--- src/rtl/note_voice.sv ---
// note_voice: enveloped, PWM-gated square-wave tone generator for the tune sequencer.
// Define NOTE_VOICE_DIFF_EN to add the complementary speaker_n output for differential piezo drive.
module note_voice #(
  parameter int ENV_DIV       = 4700,
  parameter int ATTACK_STEP   = 8,
  parameter int DECAY_STEP    = 2,
  parameter int SUSTAIN_LEVEL = 192,
  parameter int RELEASE_STEP  = 4
) (
  input  logic        clk12MHz,
  input  logic        resetn,
  input  logic [14:0] notetime,
  output logic        speaker,
`ifdef NOTE_VOICE_DIFF_EN
  output logic        speaker_n,
`endif
  output logic [7:0]  level,
  output logic        active
);
  localparam logic [2:0] IDLE = 3'd0, ATTACK = 3'd1, DECAY = 3'd2, SUSTAIN = 3'd3, RELEASE = 3'd4;
  localparam int DW = ENV_DIV > 1 ? $clog2(ENV_DIV) : 1;
  localparam logic [DW-1:0] DIV_MAX = DW'(ENV_DIV - 1);
  localparam logic [8:0] A_STEP = 9'(ATTACK_STEP);
  localparam logic [8:0] D_STEP = 9'(DECAY_STEP);
  localparam logic [8:0] SUS_LVL = 9'(SUSTAIN_LEVEL);
  localparam logic [8:0] R_STEP = 9'(RELEASE_STEP);
  logic [14:0] s1_q, s2_q, req_q, prev_q, period_q, timer_q, timer_d;
  logic [2:0] state_q, state_d;
  logic [7:0] level_q, level_d, pwm_q;
  logic [DW-1:0] div_q;
  logic phase_q, phase_d, speaker_q;
  logic trig, tick, rest, on, pwm_on;
  logic [8:0] lvl9, up9, dec9, rel9;
  assign trig   = req_q != '0 && req_q != prev_q;
  assign tick   = div_q == DIV_MAX;
  assign on     = state_q != IDLE;
  assign rest   = req_q == '0 && (state_q == ATTACK || state_q == DECAY || state_q == SUSTAIN);
  assign pwm_on = pwm_q < level_q;
  // 9-bit envelope arithmetic so saturation is decided before truncation
  assign lvl9 = {1'b0, level_q};
  assign up9  = lvl9 + A_STEP;
  assign dec9 = lvl9 >= SUS_LVL + D_STEP ? lvl9 - D_STEP : SUS_LVL;
  assign rel9 = lvl9 >= R_STEP ? lvl9 - R_STEP : '0;
  always_comb begin
    state_d = state_q;
    level_d = level_q;
    if (trig) state_d = ATTACK;
    else if (rest) state_d = RELEASE;
    else if (tick) begin
      case (state_q)
        ATTACK: begin
          level_d = up9 > 9'd255 ? 8'hff : up9[7:0];
          state_d = up9 >= 9'd255 ? DECAY : ATTACK;
        end
        DECAY: begin
          level_d = dec9[7:0];
          state_d = dec9 == SUS_LVL ? SUSTAIN : DECAY;
        end
        RELEASE: begin
          level_d = rel9[7:0];
          state_d = rel9 == '0 ? IDLE : RELEASE;
        end
        IDLE:    level_d = '0;
        default: level_d = level_q;
      endcase
    end
  end
  always_comb begin
    timer_d = timer_q == period_q ? '0 : timer_q + 15'd1;
    phase_d = timer_q == period_q ? ~phase_q : phase_q;
    if (trig || state_d == IDLE) begin
      timer_d = '0;
      phase_d = 1'b0;
    end
  end
`ifdef NOTE_VOICE_DIFF_EN
  logic speaker_n_q;
  always_ff @(posedge clk12MHz)
    speaker_n_q <= resetn ? ~phase_q & pwm_on & on : 1'b0;
  assign speaker_n = speaker_n_q;
`endif
  always_ff @(posedge clk12MHz) begin
    if (!resetn) begin
      s1_q      <= '0;
      s2_q      <= '0;
      req_q     <= '0;
      prev_q    <= '0;
      period_q  <= '0;
      timer_q   <= '0;
      phase_q   <= 1'b0;
      state_q   <= IDLE;
      level_q   <= '0;
      div_q     <= '0;
      pwm_q     <= '0;
      speaker_q <= 1'b0;
    end else begin
      s1_q      <= notetime;
      s2_q      <= s1_q;
      req_q     <= s1_q == s2_q ? s2_q : req_q;
      prev_q    <= req_q;
      period_q  <= trig ? req_q : period_q;
      timer_q   <= timer_d;
      phase_q   <= phase_d;
      state_q   <= state_d;
      level_q   <= level_d;
      div_q     <= tick ? '0 : div_q + DW'(1);
      pwm_q     <= pwm_q + 8'd1;
      speaker_q <= phase_q & pwm_on & on;
    end
  end
  assign speaker = speaker_q;
  assign level   = level_q;
  assign active  = on;
endmodule

--- config.mk ---
export PLATFORM = sky130hd
export DESIGN_NAME = note_voice
export DESIGN_NICKNAME = d
export VERILOG_FILES = /design/src/rtl/note_voice.sv
export SDC_FILE = /design/constraint.sdc
export NUM_CORES = 1
export LEC_CHECK = 0
export BUFFER_PORTS_ARGS = -buffer_cell sky130_fd_sc_hd__buf_2
export CAP_MARGIN = 20
export CELL_PAD_IN_SITES_DETAIL_PLACEMENT = 1
export CELL_PAD_IN_SITES_GLOBAL_PLACEMENT = 2
export CORE_ASPECT_RATIO = 1.1
export CORE_UTILIZATION = 39
export CTS_BUF_LIST = sky130_fd_sc_hd__clkbuf_16
export DETAILED_ROUTE_END_ITERATION = 8
export PLACE_DENSITY = 0.81
export SLEW_MARGIN = 20
export SYNTH_ARGS = -nofsm -noshare
export SYNTH_HDL_FRONTEND = slang
export SYNTH_SLANG_ARGS = --single-unit
--- constraint.sdc ---
create_clock -name clk12MHz -period 4.1 [get_ports clk12MHz]
set_clock_uncertainty 0.15 [all_clocks]
set_input_delay 1.025 -clock clk12MHz [delete_from_list [all_inputs] [get_ports clk12MHz]]
set_output_delay 1.025 -clock clk12MHz [all_outputs]
set_load 0.02 [all_outputs]
# After elaboration in Yosys (flattened, before gate mapping)
# Index checks and enable logic that the tools add are counted.
dict set report word_totals {
  reg_bits 124
  word_cells 65
}
dict set report op_classes {
  n_reduce_logical 16
  muxes 11
  add_sub_neg 6
  magnitude_cmp 5
  bitwise 6
  eq_ne 9
}
# cell n
set ops {}
lappend ops {{8-bit case mux with 4 select lines} 1}
lappend ops {{15-bit == test} 2}
lappend ops {{9-bit two-way mux} 2}
lappend ops {{15-bit by 1-bit adder with 15-bit output, second input constant} 1}
lappend ops {{15-bit zero test} 1}
lappend ops {{15-bit != test} 1}
lappend ops {{15-bit nonzero test} 1}
lappend ops {{13-bit by 1-bit adder with 13-bit output, second input constant} 1}
lappend ops {{13-bit == test, second input constant} 1}
lappend ops {{3-bit two-way mux} 4}
lappend ops {{8-bit by 4-bit adder with 9-bit output, second input constant} 1}
lappend ops {{9-bit by 8-bit == test with 1-bit output, second input constant} 1}
lappend ops {{9-bit by 8-bit >= comparator with 1-bit output, second input constant} 1}
lappend ops {{9-bit by 8-bit greater-than comparator with 1-bit output, second input constant} 1}
lappend ops {{9-bit zero test} 1}
lappend ops {{3-bit case mux with 3 select lines} 1}
lappend ops {{8-bit by 2-bit subtractor with 9-bit output, second input constant} 1}
lappend ops {{8-bit by 3-bit subtractor with 9-bit output, second input constant} 1}
lappend ops {{8-bit by 1-bit adder with 8-bit output, second input constant} 1}
lappend ops {{8-bit by 3-bit >= comparator with 1-bit output, second input constant} 1}
lappend ops {{8-bit >= comparator, second input constant} 1}
lappend ops {{8-bit less-than comparator} 1}
lappend ops {{8-bit two-way mux} 1}
lappend ops {{3-bit by 2-bit == test with 1-bit output, second input constant} 2}
lappend ops {{other kinds (14)} 23}

# Logic depth before layout (Yosys ltp)
dict set report depth {
  word_depth 11
  mapped_depth 10
}

# Worst setup path before layout
# Ideal clock, no wire load.
dict set report synth_timing {
  path_type {register to register}
  from {register level_q[4] (netlist: level[4])}
  to {register timer_q[10]}
  setup_time_ns 0.134
  t_arrival_ns 2.912
  period_less_slack_ns 3.196
  path_slack_ns 0.904
  t_required_ns 3.816
  path_buffers 2
  stages_incl_launch_ff 11
  cell_sequence {dfxtp_1 -> clkbuf_1 -> inv_1 -> ha_1 -> nand3_1 -> a2111oi_0 -> o22ai_1 -> a2111o_1 -> a211oi_2 -> buf_6 -> nor4_1}
}
dict set report synth_via {
  elab_chain_cells 11
  word_cells_on_any_way 20
  classes_between {add/sub (3); order compare (3); eq/ne (1); mux (9); reduce/logical (4)}
}
# item line
set synth_lines {}
lappend synth_lines {{start, declared} 29} ;# logic [7:0] level_q, level_d, pwm_q;
lappend synth_lines {{start signal, assigned} 105} ;# level_q <= level_d;
lappend synth_lines {{branches (longest 4 deep; another with 8-bit by 4-bit adder with 9-bit output)} --}
lappend synth_lines {{3-bit case mux with 3 select lines *} 50} ;# case (state_q)
lappend synth_lines {{3-bit two-way mux *} 49} ;# else if (tick) begin
lappend synth_lines {{3-bit two-way mux *} 48} ;# else if (rest) state_d = RELEASE;
lappend synth_lines {{3-bit two-way mux *} 47} ;# if (trig) state_d = ATTACK;
lappend synth_lines {{3-bit zero test *} 71} ;# if (trig || state_d == IDLE) begin
lappend synth_lines {{1-bit logical OR *} 71}
lappend synth_lines {{3-bit OR reduction (no line) *} --}
lappend synth_lines {{end signal, assigned} 102} ;# timer_q <= timer_d;
lappend synth_lines {{end, declared} 27} ;# logic [14:0] s1_q, s2_q, req_q, prev_q, period_q, timer_q, timer_d;
# Every way passes the cells marked *.
# A chain may end at the register's enable or synchronous reset.

# Final worst setup path
dict set report layout_timing {
  from {register level_q[4] (netlist: level[4])}
  to {register timer_q[9]}
}
# The elaborated chain is that of the path after synthesis.

==> run summary <==
outcome: finished clean
WL/cell: 16.47 um
most used flip-flop cell after synthesis: dfxtp_1
Initial Util: 0.4036
Sequential Power Share: 0.449
Worst-path clk slew: 60 ps
setup ws final: 774.2 ps
DIE WIDTH: 116.6 um
deepest clock path buffer count: 2
Area contributors post-synth: dfxtp_1 (44%), xor2_1 (6.8%), xnor2_1 (5.6%), and2_1 (5.6%), nor2_1 (5.1%)
Worst EP required: 4230 ps
power per cell area: 423.7 nW/um^2
EDFF count, synth: 0
# rows: 45
post-synthesis mux area share: 0.02842
Worst EP arrival: 3460 ps
CP endpoint kind: flop
Post-Synth Simple-Gate Area: 0.2358
placed wire-length estimate: 9.541 mm
Post-Synth Adder-Cell Area: 0.04396
initial DRC count: 230
P&R area growth vs syn: 15.67%
post-route clock period utilization: 0.8112
Max IR drop VDD: 0.3628 mV
total track usage: 0.1997
Yosys reg bits: 124
Hold/Removal Path Class: reg -> reg
TritonCTS clock tree: yes
n_diodes: 0
Slew @ Worst Pin: 1065 ps
Final ANT Viol Nets: 0
grt met1 use: 0.2568
Crit Path Max Fanout: 16
fin crit period: 3326 ps
synthesized netlist net count: 646
M3 GR Usage: 0.04303
Total Routed Length: 13.74 mm
CTS Buf Count: 17
largest family of logic cells by synthesized area: simple AND/OR/NAND/NOR gates
Core Box Area: 13960 sq um
fin nets: 669
slowest stage cell on the critical path: dfxtp_1
# setup viols final: 0
CP Launch Point: level[4]$_SDFFE_PN0P_
Port Buf Inserts: 26
Slew HR: 0.2899
clock network fraction of total power: 0.525
Comb pwr share: 0.026
max capacitance violation total: 0
remaining global-route overflow: 0
routed vias/inst: 5.263
GP Congestion: 0.8473
largest net degree at the start of global routing: 61
RSZ-0062 raised after global routing: no
post-synth top area share: 0.4405
Remaining DRCs: 0
First-pass DRT Iterations: 4
Synth Area in Compound Gates: 0.09836
most frequent cell after synthesis: dfxtp_1
Area after DPL: 5931 sq um
Slew Viols, Final: 0
Reg area: 2482 sq um
CP startpoint kind: flop
via count: 4389
Avg Inst Size Synth: 9.238 sq um
Ports: 27
layout cells sized above 1: 0.1115
clk sinks: 124
XOR/XNOR share of the synthesized area: 0.1243
Net Switching: 613.9 uW
Post-CTS Resized: 0
Pleak: 0.002647 uW
clk_lat worst skew: 420 ps
Post-CTS Hold Buffers: 0
design area: 6519 sq um
Crit Path Class: reg -> reg
Int Pwr: 2148 uW
Peak Freq: 0.3007 GHz
worst slack, placed: 846.9 ps
height of the die: 128.1 um
Seq/Total Area, Yosys: 0.4405
switching share of power: 0.2222
crit-path cells: inv_1 > ha_1 > nand3_1 > a2111oi_0 > o22ai_1 > a2111o_1 > a211oi_2 > buf_4 > nor4_1
initial antenna violation count: 0
Post-synth top cells: dfxtp_1 (124), nor2_1 (77), and2_1 (50)
hold path start: pwm_q[0]$_SDFF_PN0_
GR Util met2: 0.3230
Max stage delay on crit path: 630 ps
first-pass GRT wire length: 22.69 mm
cell count after synthesis: 610
setup repair bufs after CTS: 0
Reg-to-Reg Start: level[4]$_SDFFE_PN0P_
busiest grt layer: met2
# fillers: 1667
H-tree Lvls: 4
final hold vios: 0
multi-input logic area: 2997 sq um
Synth warnings: 0
synthesized area: 5635 sq um
CTS root buf: clkbuf_16
Async SR Flop Fraction: 0
Die ar.: 14940 sq um
vias in the first global route: 4488
Post-Route Setup TNS: 0 ps
Synth area leader: dfxtp_1
fin util: 0.4668
number of library cell types mapped by synthesis: 55
[registers in the layout, indices dropped and copies added, names as in the netlist]
| signal | count |
|---|---|
| div_q | 13 |
| level | 8 |
| period_q | 15 |
| phase_q | 1 |
| prev_q | 15 |
| pwm_q | 8 |
| req_q | 15 |
| s1_q | 15 |
| s2_q | 15 |
| speaker | 1 |
| state_q | 3 |
| timer_q | 15 |
[path summary, 6_finish.rpt]
path	cells after the start	endpoint	slack, ps
min	1	pwm_q[0]$_SDFF_PN0_	310
max reg2reg	9	timer_q[9]$_SDFF_PP0_	770
max	9	timer_q[9]$_SDFF_PP0_	770
min reg2reg	1	pwm_q[0]$_SDFF_PN0_	310
[final cells by class]
type	count	share of cell area
clock buffer	17	0.06526
clock inverter	15	0.02322
inverter	13	0.007486
multi-input combinational	445	0.4597
sequential	124	0.3808
tap	188	0.03608
timing repair buffer	32	0.02745
[metrics by stage]
step	total power (uW)	hold slack [ps]	instances
2_1_floorplan	1313	270.6	610
3_3_place_gp	1334	287.5	801
3_5_place_dp	1337	296.6	801
4_1_cts	2795	309.1	833
5_1_grt	2867	325.4	834
6_report	2762	309.9	834
[metal layers]
layer,part of all wire,vias up
li1,-,2173
met1,0.47,2131
met2,0.48,62
met3,0.032,23
met4,0.020,0
met5,0,-
[cell families (layout without fill, tap and decap cells)]
family / Yosys count / in the layout
flip-flops: 124 / 124
XOR/XNOR: 80 / 80
adder cells (fa/ha/maj): 20 / 20
multiplexers: 16 / 16
AND/OR/NAND/NOR: 250 / 250
buffers and inverters: 41 / 77
AO/OA/AOI/OAI: 79 / 79
[power groups by stage]
stage	combinational (uW)	sequential [uW]	clock (uW)
after floorplan	51.3	1260	0
after global placement	69.1	1260	0
after detailed placement	71.3	1270	0
after CTS	73.4	1240	1480
after global routing	82.2	1240	1540
final	71.6	1240	1450
[critical path: cells and delay by family (launching register included)]
| family | cells | cell delay, ps |
|---|---|---|
| AO/OA/AOI/OAI | 4 | 1380 |
| adder cells (fa/ha/maj) | 1 | 360 |
| buffers and inverters | 2 | 480 |
| flip-flops | 1 | 630 |
| AND/OR/NAND/NOR | 2 | 190 |
[placed cells by master (no fill, tap or decap), types with 3 or more instances in the layout]
cell,count
dfxtp_1,124
nor2_1,77
and2_1,50
xor2_1,44
xnor2_1,36
buf_2,26
nor4_1,25
o21ai_0,25
ha_1,19
nand2_1,18
nand3_1,17
clkbuf_16,17
mux2i_1,16
inv_1,15
nand4_1,14
nor3_1,14
a21oi_1,9
and3_1,9
nand2b_1,6
o41ai_1,5
buf_4,5
or3_1,4
a21o_1,4
a211oi_1,4
clkinv_4,4
nor2b_1,3
o211ai_1,3
o21a_1,3
o221a_2,3
clkinvlp_4,3
Note: power is estimated with default switching activity, not from simulation.
